--- src/rtl/mips_divider.sv ---
// mips_divider
// Multi-cycle radix-2 restoring divider for MIPS DIV/DIVU in the execute stage.
// It holds the pipeline through div_stall while it iterates, producing one
// quotient bit per cycle. It then presents {remainder, quotient} for one cycle
// on result/result_valid, to be written into HI/LO.
//
// Ports
//   clk          pipeline clock, rising edge
//   resetn       asynchronous active-low reset
//   div_start    execute-stage instruction is DIV/DIVU (held while stalled)
//   div_signed   1 = DIV (two's complement), 0 = DIVU
//   opa, opb     dividend / divisor (forwarded rs / rt)
//   annul        flush; aborts any division in flight, overrides div_start
//   div_stall    stall request to the hazard unit (combinational)
//   result_valid one-cycle strobe, result valid this cycle
//   result       {remainder, quotient} -> {HI, LO}
//
// state | meaning
// IDLE  | waiting for div_start; operands latched on acceptance
// BUSY  | WIDTH iterations, one quotient bit per cycle
// DONE  | result presented for one cycle, then back to IDLE

module mips_divider #(
    parameter int WIDTH = 32
) (
    input  logic               clk,
    input  logic               resetn,
    input  logic               div_start,
    input  logic               div_signed,
    input  logic [WIDTH-1:0]   opa,
    input  logic [WIDTH-1:0]   opb,
    input  logic               annul,
    output logic               div_stall,
    output logic               result_valid,
    output logic [2*WIDTH-1:0] result
);

    localparam int CW = $clog2(WIDTH + 1);

    typedef enum logic [1:0] {
        IDLE = 2'd0,
        BUSY = 2'd1,
        DONE = 2'd2
    } stateT;

    stateT            state;
    logic [CW-1:0]    iterCnt;
    logic [WIDTH:0]   remReg;       // partial remainder, one bit wider than the divisor
    logic [WIDTH-1:0] dvdQuotReg;   // dividend shifts out the top, quotient bits shift in at the bottom
    logic [WIDTH-1:0] divisorReg;
    logic [WIDTH-1:0] rawOpa;
    logic             qNeg;
    logic             rNeg;
    logic             dZero;

    logic [WIDTH+1:0] remShift;
    logic [WIDTH:0]   trialDiff;
    logic             noBorrow;
    logic [WIDTH:0]   remNext;
    logic [WIDTH-1:0] quotNext;
    logic [WIDTH-1:0] quotFinal;
    logic [WIDTH-1:0] remFinal;
    logic             lastIter;

    always_comb begin
        remShift  = {remReg, dvdQuotReg[WIDTH-1]};
        noBorrow  = (remShift >= {2'b00, divisorReg});
        trialDiff = remShift[WIDTH:0] - {1'b0, divisorReg};
        remNext   = noBorrow ? trialDiff : remShift[WIDTH:0];
        quotNext  = {dvdQuotReg[WIDTH-2:0], noBorrow};
        lastIter  = (iterCnt == CW'(WIDTH - 1));

        // Divide by zero bypasses sign fixup entirely: all-ones quotient, raw dividend as remainder.
        if (dZero) begin
            quotFinal = '1;
            remFinal  = rawOpa;
        end else begin
            quotFinal = qNeg ? -quotNext : quotNext;
            remFinal  = rNeg ? -remNext[WIDTH-1:0] : remNext[WIDTH-1:0];
        end
    end

    // Stall in the same cycle the divide enters E; an annul releases the pipeline immediately.
    assign div_stall    = resetn & ~annul & (((state == IDLE) & div_start) | (state == BUSY));
    assign result_valid = (state == DONE) & ~annul;

    always_ff @(posedge clk or negedge resetn) begin
        if (!resetn) begin
            state      <= IDLE;
            iterCnt    <= '0;
            remReg     <= '0;
            dvdQuotReg <= '0;
            divisorReg <= '0;
            rawOpa     <= '0;
            qNeg       <= 1'b0;
            rNeg       <= 1'b0;
            dZero      <= 1'b0;
            result     <= '0;
        end else if (annul) begin
            state <= IDLE;
        end else begin
            case (state)
                IDLE: begin
                    if (div_start) begin
                        // Magnitudes are unsigned WIDTH-bit, so |0x80000000| stays representable.
                        dvdQuotReg <= (div_signed & opa[WIDTH-1]) ? -opa : opa;
                        divisorReg <= (div_signed & opb[WIDTH-1]) ? -opb : opb;
                        qNeg       <= div_signed & (opa[WIDTH-1] ^ opb[WIDTH-1]);
                        rNeg       <= div_signed & opa[WIDTH-1];
                        dZero      <= (opb == '0);
                        rawOpa     <= opa;
                        remReg     <= '0;
                        iterCnt    <= '0;
                        state      <= BUSY;
                    end
                end
                BUSY: begin
                    remReg     <= remNext;
                    dvdQuotReg <= quotNext;
                    iterCnt    <= iterCnt + CW'(1);
                    if (lastIter) begin
                        // Final value lands in result so it is already valid during DONE.
                        result <= {remFinal, quotFinal};
                        state  <= DONE;
                    end
                end
                DONE: begin
                    state <= IDLE;
                end
                default: begin
                    state <= IDLE;
                end
            endcase
        end
    end

endmodule

--- config.mk ---
export PLATFORM = sky130hd
export DESIGN_NAME = mips_divider
export DESIGN_NICKNAME = d
export VERILOG_FILES = /design/src/rtl/mips_divider.sv
export SDC_FILE = /design/constraint.sdc
export NUM_CORES = 1
export LEC_CHECK = 0
export CORE_ASPECT_RATIO = 1.5
export CORE_MARGIN = 5
export CORE_UTILIZATION = 35
export CTS_BUF_LIST = sky130_fd_sc_hd__clkbuf_16
export CTS_CLUSTER_DIAMETER = 100
export CTS_CLUSTER_SIZE = 16
export DETAILED_ROUTE_END_ITERATION = 7
export HOLD_SLACK_MARGIN = 0.06
export PLACE_DENSITY = 0.62
export SETUP_SLACK_MARGIN = 0.02
export SLEW_MARGIN = 10
export SYNTH_ARGS = -nofsm -noshare
export SYNTH_HDL_FRONTEND = slang
export SYNTH_SLANG_ARGS = --single-unit
--- constraint.sdc ---
create_clock -name clk -period 5.2 [get_ports clk]
set_clock_uncertainty 0.15 [all_clocks]
set_input_delay 0.78 -clock clk [delete_from_list [all_inputs] [get_ports clk]]
set_output_delay 0.78 -clock clk [all_outputs]
set_load 0.03 [all_outputs]
==> run summary, run 1 <==
status: finished, final reports clean
fraction of layout cells with a size suffix above 1: 0.0582
DIE AREA: 42700 um2
Design Power: 8.93 mW
DP Wirelength: 31.6 mm
Post-Syn Area: 13500 um2
CTS tree: yes
Via Count: 12470
final slew viol count: 0
placed inst area: 15400 um2
clock share of power: 0.135
CP arrival: 5.25 ns
Sequential cell area: 5100 um2
register area share after synthesis: 0.378
Clock Latency Late Sink: 0.50 ns
register bit total from synthesis: 204
worst-path fanout max: 6
Mapped Cells: 1680
worst endpoint required time: 5.43 ns
worst IR drop on VDD: 0.286 mV
Fin. Hold Viols: 0
Die X: 170 um
Crit Path Category: flop to flop
initial antenna violation count: 0
Rows: 88
commonest non-fill, non-tap cell in the layout: nand2_1
Initial Utilization: 0.352
DRC violations left: 0
Slew @ Worst Pin: 0.984 ns
Fin Setup TNS: 0 ns
library cells used by synthesis: 81
Hold Path Class: primary input to async pin
maximum level of the CTS H-tree: 1
fraction of power spent switching nets: 0.485
Hold-fix buffers, CTS: 0
final worst slack: 0.179 ns
Layout area overhead: 18.6%
remaining antenna violation count: 0
final setup vio count: 0
crit-path cells: inv_1 > ha_2 > inv_1 > fa_2 > a21oi_2 > or3b_4 > a211oi_2 > or3_4 > o2111ai_4 > nand2_4 > inv_4 > mux2i_4 > ha_2 > nor3b_4 > nand2_1 > nor3_2 > a21oi_1 > or4b_4 > buf_4 > o41ai_2 > xnor2_1 > a21oi_1
gp weighted congestion: 0.986
grt ovf: 0
die height: 251 um
Routed WL per cell: 18.2 um
Async SR Flop Fraction: 1.00
Slowest-stage cell, CP: or4b_4
IO buf count: 134
clk buf depth: 3
# fillers: 3905
Root Driver: clkbuf_16
routed vias/inst: 5.47
fmax: 199 MHz
crit start category: flop
clk sinks: 204
core area: 38300 um2
R2R Setup Slk: 0.18 ns
routed wire length: 41.6 mm
most frequent cells in the layout: 312 x nand2_1, 204 x dfrtp_1, 175 x o21ai_0
clock input transition at the sequential cells of the worst setup and hold paths: 0.08 ns
fin crit share: 0.966
NetSw: 4.33 mW
setup slack after placement: 0.0212 ns
leakage: 6.86 nW
Final Instance Area: 16000 um2
Ant. Diodes: 0
layout net count: 1893
sequential share of power: 0.249
synthesized net count: 1787
P per Cell Area: 558 nW/um2
Ys Warns: 0
slew margin rel.: 0.344
number of global-route vias before repair: 12114
footprint of the multi-input gates: 7960 um2
Pre-Repair DR Iteration Count: 5
Post-synth EDFFs: 0
num ports: 135
largest net degree at the start of global routing: 102
Max Cap Violations: 0
DRT iter0 DRCs: 940
Synth Area per Inst: 8.04 um2
Num CTS Buffers: 16
Primary FF master, synth: dfrtp_1
GRT Total Usage: 0.188
Comb pwr share: 0.617
Critical Path End Type: flop
internal power: 4.60 mW
CP max stage delay: 0.58 ns
first-pass GRT wire length: 66.1 mm
minimum clock period: 5.02 ns
## logic make-up (layout without fill, tap and decap cells)
| kind of cell | count (synthesis) | in the layout | synth area share |
|---|---|---|---|
| XOR/XNOR | 131 | 131 | 0.0850 |
| adder cells (fa/ha/maj) | 38 | 38 | 0.0358 |
| AO/OA/AOI/OAI | 497 | 497 | 0.222 |
| multiplexers | 33 | 33 | 0.0250 |
| buffers and inverters | 143 | 249 | 0.0404 |
| flip-flops | 204 | 204 | 0.378 |
| AND/OR/NAND/NOR | 634 | 634 | 0.214 |
## sequential cells by signal (all words and copies together) (netlist names)
name,flops
rawOpa,32
iterCnt,6
result,64
state,2
qNeg,1
dZero,1
dvdQuotReg,32
remReg,33
divisorReg,32
rNeg,1
## metal layers
| layer | wire length, um | part of all wire | global-route usage |
|---|---|---|---|
| met5 | 0 | 0 | 0 |
| met4 | 1580 | 0.038 | 0.0674 |
| met3 | 1660 | 0.040 | 0.0134 |
| met2 | 21200 | 0.51 | 0.339 |
| met1 | 17200 | 0.41 | 0.234 |
## final timing paths
check / start / end / depth (start not counted)
max: dvdQuotReg[31] / result[56] / 22
min: resetn / result[3] / 1
max reg2reg: dvdQuotReg[31] / result[56] / 22
min reg2reg: rawOpa[18] / rawOpa[18] / 2
max in group asynchronous: resetn / iterCnt[2] / 2
min in group clk: rawOpa[18] / rawOpa[18] / 2
## Yosys cell counts, types with 11 or more instances
| cell type | n | area, um2 |
|---|---|---|
| nor2_1 | 133 | 499 |
| or3_1 | 24 | 150 |
| a21oi_1 | 150 | 751 |
| or4_1 | 13 | 97.6 |
| a211oi_1 | 11 | 82.6 |
| nand2_1 | 312 | 1170 |
| a31oi_1 | 23 | 144 |
| and3_1 | 12 | 75.1 |
| o21ai_0 | 176 | 881 |
| inv_1 | 52 | 195 |
| xnor2_1 | 51 | 447 |
| nor4_1 | 15 | 93.8 |
| o41ai_1 | 14 | 123 |
| dfrtp_1 | 204 | 5100 |
| o31ai_1 | 35 | 263 |
| clkbuf_1 | 76 | 285 |
| mux2i_1 | 27 | 270 |
| nand3_1 | 22 | 110 |
| nand4_1 | 14 | 87.6 |
| xor2_1 | 80 | 701 |
| nand2b_1 | 13 | 81.3 |
| nor3_1 | 31 | 155 |
| ha_1 | 37 | 463 |
## through the flow
stage               utilization  std cells  hold slack [ns]
floorplan                     -       1680            0.288
global placement          0.403       2255            0.305
detailed placement        0.403       2255            0.311
CTS                       0.415       2273            0.182
global route              0.418       2281            0.221
finish                    0.418       2281            0.160
## layout make-up
cell class | count | share of cell area
multi-input cells | 1333 | 0.497
flip-flops and latches | 204 | 0.319
repair buffers | 177 | 0.104
well taps | 495 | 0.0387
clock buffers | 17 | 0.0266
inverters | 54 | 0.0128
clock inverters | 1 | 0.00188
## worst max-delay path: cells and delay by family, from the launching register on
| kind | cells | cell delay (ns) |
|---|---|---|
| AOI/OAI and AO/OA | 6 | 0.96 |
| xor gates and xnor gates | 1 | 0.16 |
| adders and majority gates | 3 | 0.80 |
| buffers and inverters | 4 | 0.42 |
| DFF | 1 | 0.42 |
| muxes | 1 | 0.27 |
| and+or+nand+nor | 7 | 1.69 |
## what timing repair did
| action | 4_1_cts | 5_1_grt |
|---|---|---|
| resized for setup | 1 | 13 |
| setup buffers | 0 | 8 |
| endpoints found under the setup margin | 2 | 7 |
| pin swaps | 0 | 8 |
## power groups by stage
stage	clock network (mW)	registers (mW)	logic, mW
floorplan	0	2.11	3.81
global placement	0	2.23	5.21
detailed placement	0	2.24	5.25
CTS	1.24	2.21	5.29
global route	1.29	2.27	5.99
finish	1.20	2.22	5.51
No activity file was read; power rests on OpenSTA's default activity.
==> inputs of run 2 (changes only) <==
Settings changed: CTS_CLUSTER_DIAMETER 100 to unset.
==> run 2 against run 1 <==
Setup slack better by 0.0046 ns. Utilization is 0.74 points higher. Largest cell class unchanged. Largest power group unchanged. Non-clock buffer count stayed put. Sequential cell count stayed put. Critical path depth stayed put.
==> run summary, run 2 (synthesis results as in run 1) <==
R2R Path Start: dvdQuotReg[31] (unchanged)
Ant. Diodes: 0 (unchanged)
final core occ: 0.425 (was 0.418)
Clock Latency Late Sink: 0.53 ns (was 0.50 ns)
CTS tree: yes (unchanged)
Crit Path Category: flop to flop (unchanged)
Rows: 88 (unchanged)
Fin Setup TNS: 0 ns (unchanged)
Hold Path Class: primary input to async pin (unchanged)
maximum level of the CTS H-tree: 1 (unchanged)
first-pass GRT wire length: 66.3 mm (was 66.1 mm)
Slew @ Worst Pin: 0.995 ns (was 0.984 ns)
routed wire length: 41.8 mm (was 41.6 mm)
status: finished, final reports clean (unchanged)
Fin. Hold Viols: 0 (unchanged)
final worst slack: 0.184 ns (was 0.179 ns)
crit start category: flop (unchanged)
largest net degree at the start of global routing: 102 (unchanged)
placed inst area: 15400 um2 (unchanged)
Root Driver: clkbuf_16 (unchanged)
DRC violations left: 0 (unchanged)
num ports: 135 (unchanged)
Layout area overhead: 20.7% (was 18.6%)
grt ovf: 0 (unchanged)
core area: 38300 um2 (unchanged)
R2R Setup Slk: 0.18 ns (about the same)
clk buf depth: 3 (unchanged)
Routed WL per cell: 18.1 um (was 18.2 um)
final slew viol count: 0 (unchanged)
Num CTS Buffers: 23 (was 16)
fmax: 199 MHz (about the same)
final setup vio count: 0 (unchanged)
Max Cap Violations: 0 (unchanged)
# fillers: 3884 (was 3905)
minimum clock period: 5.02 ns (about the same)
Largest regs: result: 64 flops, remReg: 33 flops (unchanged)
Non-Filler Instances: 2305 (was 2281)
most frequent cells in the layout: 312 x nand2_1, 204 x dfrtp_1, 175 x o21ai_0 (unchanged)
FF-to-FF End: result[56] (unchanged)
worst endpoint required time: 5.45 ns (was 5.43 ns)
GRT Total Usage: 0.189 (was 0.188)
DRT iter0 DRCs: 1011 (was 940)
routed vias/inst: 5.44 (was 5.47)
IO buf count: 134 (unchanged)
layout net count: 1900 (was 1893)
Pre-Repair DR Iteration Count: 5 (unchanged)
DP Wirelength: 31.6 mm (unchanged)
clk sinks: 204 (unchanged)
number of global-route vias before repair: 12188 (was 12114)
fin crit share: 0.965 (was 0.966)
Critical Path End Type: flop (unchanged)
worst-path fanout max: 6 (unchanged)
clock input transition at the sequential cells of the worst setup and hold paths: 0.06 ns (was 0.08 ns)
setup slack after placement: 0.0212 ns (unchanged)
gp weighted congestion: 0.986 (unchanged)
worst IR drop on VDD: 0.285 mV (was 0.286 mV)
fraction of layout cells with a size suffix above 1: 0.0663 (was 0.0582)
Hold WS: 0.134 ns (was 0.160 ns)
DIE AREA: 42700 um2 (unchanged)
Largest register FFs: 64 (unchanged)
reg2reg path depth: 22 (unchanged)
Placed Cells: 2255 (unchanged)
CP arrival: 5.27 ns (was 5.25 ns)
commonest non-fill, non-tap cell in the layout: nand2_1 (unchanged)
slew margin rel.: 0.337 (was 0.344)
Design Power: 9.34 mW (was 8.93 mW)
Via Count: 12548 (was 12470)
initial antenna violation count: 0 (unchanged)
Final Instance Area: 16300 um2 (was 16000 um2)
Initial Utilization: 0.352 (unchanged)
Die X: 170 um (unchanged)
largest register by flop count: result (unchanged)
die height: 251 um (unchanged)
P per Cell Area: 573 nW/um2 (was 558 nW/um2)
remaining antenna violation count: 0 (unchanged)
leakage: 7.02 nW (was 6.86 nW)
## run 2: cell types whose count changed in the layout (fill, tap and decap cells not counted), moves of 2 or more
cell / delta
inv_1: +3
inv_6: +2
clkinv_2: +4
clkbuf_16: +6
clkinv_1: +5
clkinv_4: +3
## run 2: worst max path at each step
stage / startpoint / endpoint / slack (ns) / cells past startpoint
after floorplan: dvdQuotReg[31] / result[58] / 0.03 / 23
after global placement: dvdQuotReg[31] / result[58] / 0.19 / 21
after detailed placement: dvdQuotReg[31] / result[58] / 0.02 / 21
after CTS: dvdQuotReg[31] / result[58] / 0.04 / 21
after global routing: dvdQuotReg[31] / result[56] / -0.01 / 22
final: dvdQuotReg[31] / result[56] / 0.18 / 22
## run 2: final cells by class
class | instances | area [um2] | area share
multi-input cells | 1333 | 7970 | 0.489
flip-flops and latches | 204 | 5100 | 0.313
repair buffers | 177 | 1670 | 0.102
well taps | 495 | 619 | 0.0380
clock buffers | 23 | 576 | 0.0353
inverters | 54 | 205 | 0.0126
clock inverters | 19 | 154 | 0.00944
## run 2: power by group
part	total, mW	internal [mW]	switching [mW]	leakage, nW
Sequential	2.22	1.87	0.353	2.68
Combinational	5.52	2.10	3.42	3.97
Clock	1.59	0.911	0.679	0.373
Total	9.34	4.89	4.45	7.02
## run 2: routing by layer
layer  wire (um)  global-route usage  share of wire
met5           0                   0              0
met4        1590              0.0651          0.038
met3        1720              0.0161          0.041
met2       21300               0.342           0.51
met1       17200               0.232           0.41
## run 2: worst max-delay path, cell delays in order (launching register included)
cell and delay (ns):
dfrtp_1 0.41, inv_1 0.09, ha_2 0.19, inv_1 0.06, fa_2 0.39, a21oi_2 0.15, or3b_4 0.16, a211oi_2 0.08
or3_4 0.37, o2111ai_4 0.23, nand2_4 0.13, inv_4 0.10, mux2i_4 0.27, ha_2 0.23, nor3b_4 0.19, nand2_1 0.09
nor3_2 0.18, a21oi_1 0.07, or4b_4 0.58, buf_4 0.17, o41ai_4 0.34, xnor2_1 0.17, a21oi_1 0.09
## run 2: repair_timing
action | in CTS | in global routing
pin swaps | 0 | 9
gates resized for setup | 1 | 13
hold buffers | 0 | 0
endpoints found under the setup margin | 2 | 7
buffers inserted | 0 | 8
